$ cat src/rtl/demux_lane_sched.sv
`default_nettype none
// =============================================================================
// Module   : demux_lane_sched
// Purpose  : Round-robin 1-to-2 byte demux scheduler with per-lane credit
//            tracking and valid/ready back-pressure (clk_4f domain).
// Revision : 1.0 - initial release
// =============================================================================
module demux_lane_sched #(
    parameter int DATA_W   = 8,
    parameter int CREDITS  = 4,
    parameter int CNT_W    = 3,
    parameter int INIT_CYC = 2
) (
    input  logic              clk_4f,
    input  logic              reset,
    input  logic [DATA_W-1:0] Entrada,
    input  logic              validEntrada,
    output logic              ready,
    input  logic              pop0,
    input  logic              pop1,
    output logic [DATA_W-1:0] Salida_conductual0,
    output logic [DATA_W-1:0] Salida_conductual1,
    output logic              validsalida0,
    output logic              validsalida1,
    output logic              sel,
    output logic              stall,
    output logic              err
);

    localparam int                INIT_W    = (INIT_CYC > 1) ? $clog2(INIT_CYC) : 1;
    localparam logic [CNT_W-1:0]  CRED_MAX  = CNT_W'(CREDITS);
    localparam logic [INIT_W-1:0] INIT_LAST = INIT_W'(INIT_CYC - 1);

    typedef enum logic [1:0] {
        ST_INIT   = 2'd0,
        ST_ACTIVE = 2'd1,
        ST_STALL  = 2'd2
    } state_t;

    state_t              state_q, state_d;
    logic [INIT_W-1:0]   init_cnt_q;
    logic [CNT_W-1:0]    cred0_q, cred0_d;
    logic [CNT_W-1:0]    cred1_q, cred1_d;
    logic                sel_q, sel_d;
    logic                err_q, err_d;
    logic [DATA_W-1:0]   data0_q, data1_q;
    logic                valid0_q, valid1_q;

    logic                w_ready;
    logic                w_accept;
    logic                w_dec0, w_dec1;
    logic                w_ovf0, w_ovf1;
    logic [CNT_W-1:0]    w_cred_sel_q;
    logic [CNT_W-1:0]    w_cred_sel_d;

    always_comb begin
        w_cred_sel_q = sel_q ? cred1_q : cred0_q;
        w_ready      = (state_q == ST_ACTIVE) && (w_cred_sel_q != '0);
        w_accept     = validEntrada && w_ready;
        w_dec0       = w_accept && !sel_q;
        w_dec1       = w_accept &&  sel_q;

        // A pop against a full counter is a downstream protocol error: the
        // count saturates instead of wrapping past the FIFO depth.
        w_ovf0  = pop0 && !w_dec0 && (cred0_q == CRED_MAX);
        w_ovf1  = pop1 && !w_dec1 && (cred1_q == CRED_MAX);
        cred0_d = w_ovf0 ? cred0_q : (cred0_q - CNT_W'(w_dec0) + CNT_W'(pop0));
        cred1_d = w_ovf1 ? cred1_q : (cred1_q - CNT_W'(w_dec1) + CNT_W'(pop1));

        sel_d        = sel_q ^ w_accept;
        err_d        = err_q | w_ovf0 | w_ovf1;
        w_cred_sel_d = sel_d ? cred1_d : cred0_d;

        // Stall decision uses next-cycle lane/credit so a same-cycle pop keeps
        // the block ACTIVE and a returning credit exits STALL immediately.
        state_d = state_q;
        case (state_q)
            ST_INIT:   state_d = (init_cnt_q == INIT_LAST) ? ST_ACTIVE : ST_INIT;
            ST_ACTIVE: state_d = (w_cred_sel_d == '0) ? ST_STALL : ST_ACTIVE;
            ST_STALL:  state_d = (w_cred_sel_d == '0) ? ST_STALL : ST_ACTIVE;
            default:   state_d = ST_INIT;
        endcase
    end

    always_ff @(posedge clk_4f) begin
        if (reset) begin
            state_q    <= ST_INIT;
            init_cnt_q <= '0;
            cred0_q    <= CRED_MAX;
            cred1_q    <= CRED_MAX;
            sel_q      <= 1'b0;
            err_q      <= 1'b0;
            data0_q    <= '0;
            data1_q    <= '0;
            valid0_q   <= 1'b0;
            valid1_q   <= 1'b0;
        end else begin
            state_q <= state_d;
            cred0_q <= cred0_d;
            cred1_q <= cred1_d;
            sel_q   <= sel_d;
            err_q   <= err_d;
            if (state_q == ST_INIT) begin
                init_cnt_q <= init_cnt_q + 1'b1;
            end
            valid0_q <= w_dec0;
            valid1_q <= w_dec1;
            if (w_dec0) begin
                data0_q <= Entrada;
            end
            if (w_dec1) begin
                data1_q <= Entrada;
            end
        end
    end

    assign ready              = w_ready;
    assign sel                = sel_q;
    assign stall              = (state_q == ST_STALL);
    assign err                = err_q;
    assign Salida_conductual0 = data0_q;
    assign Salida_conductual1 = data1_q;
    assign validsalida0       = valid0_q;
    assign validsalida1       = valid1_q;

endmodule
`default_nettype wire

$ cat config.mk
export PLATFORM = sky130hd
export DESIGN_NAME = demux_lane_sched
export DESIGN_NICKNAME = d
export VERILOG_FILES = /design/src/rtl/demux_lane_sched.sv
export SDC_FILE = /design/constraint.sdc
export NUM_CORES = 1
export LEC_CHECK = 0
export ABC_AREA = 1
export CAP_MARGIN = 20
export CORE_MARGIN = 2
export CORE_UTILIZATION = 40
export DETAILED_ROUTE_END_ITERATION = 10
export GPL_TIMING_DRIVEN = 0
export PLACE_DENSITY = 0.68
export SKIP_LAST_GASP = 1
export SYNTH_ARGS = -nofsm -noshare
export SYNTH_HDL_FRONTEND = slang
export SYNTH_SLANG_ARGS = --single-unit
$ cat constraint.sdc
create_clock -name clk_4f -period 8 [get_ports clk_4f]
set_clock_uncertainty 0.05 [all_clocks]
set_input_delay 0.8 -clock clk_4f [delete_from_list [all_inputs] [get_ports clk_4f]]
set_output_delay 0.8 -clock clk_4f [all_outputs]
set_load 0.02 [all_outputs]
* Word-level counts from Yosys, hierarchy flattened
Index checks and enable logic that the tools add are counted.
** Cells by class
- Equality and inequality tests :: 4
- Multipliers :: 0
- Div/mod/pow operators :: 0
- Bitwise operators :: 3
- Reductions and logical operators :: 15
- Magnitude comparators :: 0
- Shifts and indexed selects :: 0
- Mux-type cells :: 7
- Add/sub/neg operators :: 5
** Operators by type and width (number)
- $mux 3 :: 4
- $logic_and 1x1->1 :: 8
- $add 3x1->3 :: 2
- $eq 3x3->1 const B :: 2
- $sub 3x1->3 :: 2
- $pmux 2 s2 :: 1
- $logic_not 1->1 :: 3
- $logic_not 3->1 :: 1
- $reduce_bool 3->1 :: 1
- $eq 2x1->1 const B :: 1
- $eq 2x2->1 const B :: 1
- $logic_not 2->1 :: 1
- $mux 2 :: 1
- $or 1x1->1 :: 2
- $reduce_or 2->1 :: 1
- $add 1x1->1 const B :: 1
- $mux 1 :: 1
- $xor 1x1->1 :: 1
** Storage, ports and cells
- Bits in read-only memories :: 0
- Word-level logic and storage cells :: 44
- Input bits :: 13
- Output and inout port bits :: 22
- Bits in writable memories :: 0
- Memories kept :: 0
- Register bits after elaboration :: 29
- Latch bits :: 0

* Longest topological paths before layout
- Depth after elaboration :: 13
- Depth in mapped cells :: 16

* Least setup slack after synthesis
No wires, ideal clock.
- Kind :: input to register
- From :: input port validEntrada
- To :: register state_q[0]
- Path slack :: 5.254 ns
- Arrival time :: 2.583 ns
- Path buffers :: 0
- Stages on the path :: 12
- Required time :: 7.837 ns
- Setup time :: 0.113 ns
- Path through :: inv_1 -> nor2_1 -> ha_1 -> ha_1 -> inv_1 -> ha_1 -> fa_1 -> or2_2 -> a21oi_1 -> nand2_1 -> nand3_2 -> a21oi_2
** On the way
- Cells in the longest elaborated chain, start to end :: 10
- Elaborated cells between the ends (all ways) :: 20
- Classes of those cells :: add/sub: 4; mux: 5; bitwise: 1; reduce/logical: 10
** RTL lines
- start: declaration :: line 17 : input logic validEntrada,
- $logic_and 1x1->1 (*) :: line 59 : w_accept = validEntrada && w_ready;
- $logic_and 1x1->1 (*) :: line 60 : w_dec0 = w_accept && !sel_q;
- named net w_dec0 :: line 51 : logic w_dec0, w_dec1;
- parallel branches: the longest is 3 deep, another holds $sub 3x1->3
- $mux 3 (*) :: line 67 : cred0_d = w_ovf0 ? cred0_q : (cred0_q - CNT_W'(w_dec0) + CNT_W'(pop0));
- $mux 3 (*) :: line 72 : w_cred_sel_d = sel_d ? cred1_d : cred0_d;
- $logic_not 3->1 (*) :: line 79, 80
- $mux 2 (*) :: line 79, 80
- $pmux 2 s2 (*) :: line 77 : case (state_q)
- end signal: assignment :: line 98 : state_q <= state_d;
- end: declaration :: line 40 : state_t state_q, state_d;
Mark *: on every way through the listed nets, which the timed path passes.
A chain may end at the register's enable or synchronous reset.

* Worst setup path in the final report
Same ends and word-level chain as after synthesis.

==> flow_summary.toml <==
[worst_setup_path]
cp-end-kind = "flop"
crit_path_cell_trace = "clkdlybuf4s50_1 > inv_1 > nor2_1 > ha_1 > ha_1 > inv_1 > ha_1 > fa_1 > or2_2 > a21oi_1 > nand2_1 > nand3_2 > a21oi_2"
worstSetupStartpointType = "primary input"
crit_top_cell = "ha_1"
path_max_fanout = 2
cp_top_family = "adder cells"
crit_path_top_delay_cell = "clkdlybuf4s50_1"
worstPathRequired_ps = 8180
r2r-start = "cred0_q[1]$_SDFF_PP0_"
worstSetupPathType = "primary input to flop"
cp.arrival_ps = 3200
reg2reg_slack_ps = 5020
critPathMaxStageDelay_ps = 460
crit_start = "validEntrada"
path_buf_inv = 3

[route]
wirelength_um = 2960
via_count = 1149
wire_per_inst_um = 11.7
wl_met3_um = 194
wl_met1_um = 1270
first_pass_iters = 4
top_layer = "met4"
ant_nets = 0
drt_iter0_markers = 27
vias_per_cell = 4.54
met2_length_um = 1450
drc_errors = 0

[global_routing]
grt.total_usage_pct = 17.5
grt_pass1_vias = 1217
grt-ovfl-total = 0
grt_max_degree = 11
antenna_found_initial = 0
grt_pass1_wl_um = 5240

[power_and_ir_drop]
power_density_nw_per_um2 = 274
p_leak_nw = 0.829
power_mw = 0.494
peakVddDrop_uv = 112

[timing]
min_period_over_period_pct = 37.9
relSlewSlack_pct = 76.0
setup_viol = 0
hold_viol_final = 0
rsz0062_at_grt = "no"
tightestPinTransition_ps = 360
fmax_mhz = 330
slew_violations = 0
post-route-min-period_ps = 3030
finalSetupTns_ps = 0

[place]
port-buffer-count = 33
place.gp.congestion = 0.765
placed_cells = 246
dp_hpwl_um = 2260

[die]
fp.dieW_um = 62.2
start_util_pct = 41.3
core_area_um2 = 3280
dieArea_um2 = 3870
io_pins = 35
die_h_um = 62.2
placementRows = 21

[clock_tree]
cts_resized = 0
clk_pin_slew_ps = 90
hold_buffers = 0
cts_tree = "built"
clockBufferDepth = 2
clk_latency_ps = 320
ctsRootBufferMaster = "clkbuf_4"
post-cts-setup-buffer-count = 0
cts.sinks = 29
cts_buffers = 5
htree_levels = 2

[synthesis]
synth_cells = 167
synth_nets = 192
synth_seq_cells = 29
synth_top_cell_area_share_pct = 42.8
synth.area.top_cells = "dfxtp_1 43%, nor2_1 12%, ha_1 9.2%"
synth_top_area_cell = "dfxtp_1"
synth_area_per_cell_um2 = 8.11
synth.distinct_cells = 24
ys.warnings.count = 0
mappedNetlistArea_um2 = 1360
ys_seq_area_share_pct = 42.8

[hold_path]
hold_start = "init_cnt_q$_SDFFE_PP0P_"
hold_path.class = "flop to flop"

[layout]
stdcell_count = 253
fin_nets = 232
insertedDiodeCount = 0
syn_to_final_growth_pct = 32.7
drive_above_1_share_pct = 13.5

[outcome]
status = "completed"

[job]
drv_cap = 0
## cells in the final DEF, fill, tap and decap left out
cell and instances:
a21oi_2 2, nor2_8 1, clkbuf_8 1, or2_2 3
inv_1 18, nand3_2 2, clkinv_1 2, nand2_1 14
o21ai_0 18, nand3_1 2, clkbuf_1 2, nor2_4 1
o311ai_1 1, nor2_2 2, inv_2 3, buf_2 2
a21oi_1 5, nand4_1 1, nor2_1 42, ha_1 10
nand3_4 1, clkbuf_4 5, buf_6 2, clkdlybuf4s50_1 33
fa_1 2, nand2_2 3, dfxtp_1 29
## per-layer routing
layer,global-route usage (%),vias up
li1,-,598
met1,18.1,515
met2,30.6,30
met3,7.25,6
met4,8.89,0
met5,0,-
## worst register-to-register path: stages, from the launching register on
cell	delay [ps]
dfxtp_1	340
nor2_1	180
inv_1	70
o311ai_1	290
nor2_1	110
ha_1	230
ha_1	280
inv_1	40
ha_1	180
fa_1	470
or2_2	310
a21oi_1	120
nand2_1	100
nand3_2	80
a21oi_2	50
## power breakdown
part           leakage [nW]  internal (mW)  switching (mW)  total [mW]
Sequential            0.236          0.173          0.0181       0.191
Clock                0.0314         0.0414          0.0477      0.0891
Combinational         0.562         0.0953           0.118       0.214
## final cells by class
type                    instances  area (µm²)
plain buffers                   5        36.3
clock buffers                   7        55.1
fillers                       338        1490
inverters                      23        86.3
multi-input cells             110         652
flip-flops and latches         29         581
well taps                      46        57.6
repair buffers                 33         330
## registers in the layout, indices dropped and copies added (netlist names)
name	cells
err	1
cred0_q	3
state_q	2
init_cnt_q	1
sel	1
Salida_conductual0	8
Salida_conductual1	8
validsalida0	1
cred1_q	3
validsalida1	1
## stage by stage
step / hold slack, ps / util (%) / setup WS (ps) / area [µm²]
2_1_floorplan: 372 / - / 5250 / 1360
3_3_place_gp: 383 / 53.1 / 4700 / 1740
3_5_place_dp: 397 / 53.1 / 4630 / 1740
4_1_cts: 411 / 54.7 / 4960 / 1800
5_1_grt: 446 / 54.7 / 4790 / 1800
6_report: 418 / 54.7 / 4970 / 1800
## worst paths after layout
path / to / cells past startpoint
min reg2reg: init_cnt_q$_SDFFE_PP0P_ / 1
min: init_cnt_q$_SDFFE_PP0P_ / 1
max: state_q[0]$_SDFF_PP0_ / 13
max reg2reg: state_q[0]$_SDFF_PP0_ / 14
## Yosys cell counts
master,instances
nand2_2,3
a21oi_2,2
inv_2,3
clkbuf_1,1
nor2_1,42
a21oi_1,5
nor2_4,1
nand3_2,2
buf_6,2
nand3_4,1
buf_2,2
clkinv_1,2
nor2_8,1
fa_1,2
ha_1,10
o21ai_0,18
nor2_2,2
or2_2,3
inv_1,18
nand4_1,1
dfxtp_1,29
nand2_1,14
nand3_1,2
o311ai_1,1
## cell families (layout without fill, tap and decap cells)
kind of cell / count (synthesis) / after routing / share of synthesized area [%]
AND/OR/NAND/NOR: 72 / 72 / 25.5
flip-flops: 29 / 29 / 42.8
buffers and inverters: 28 / 68 / 9.05
AO/OA/AOI/OAI: 26 / 26 / 10.4
adder cells (fa/ha/maj): 12 / 12 / 12.2
Power figures use the tool's default switching activity.
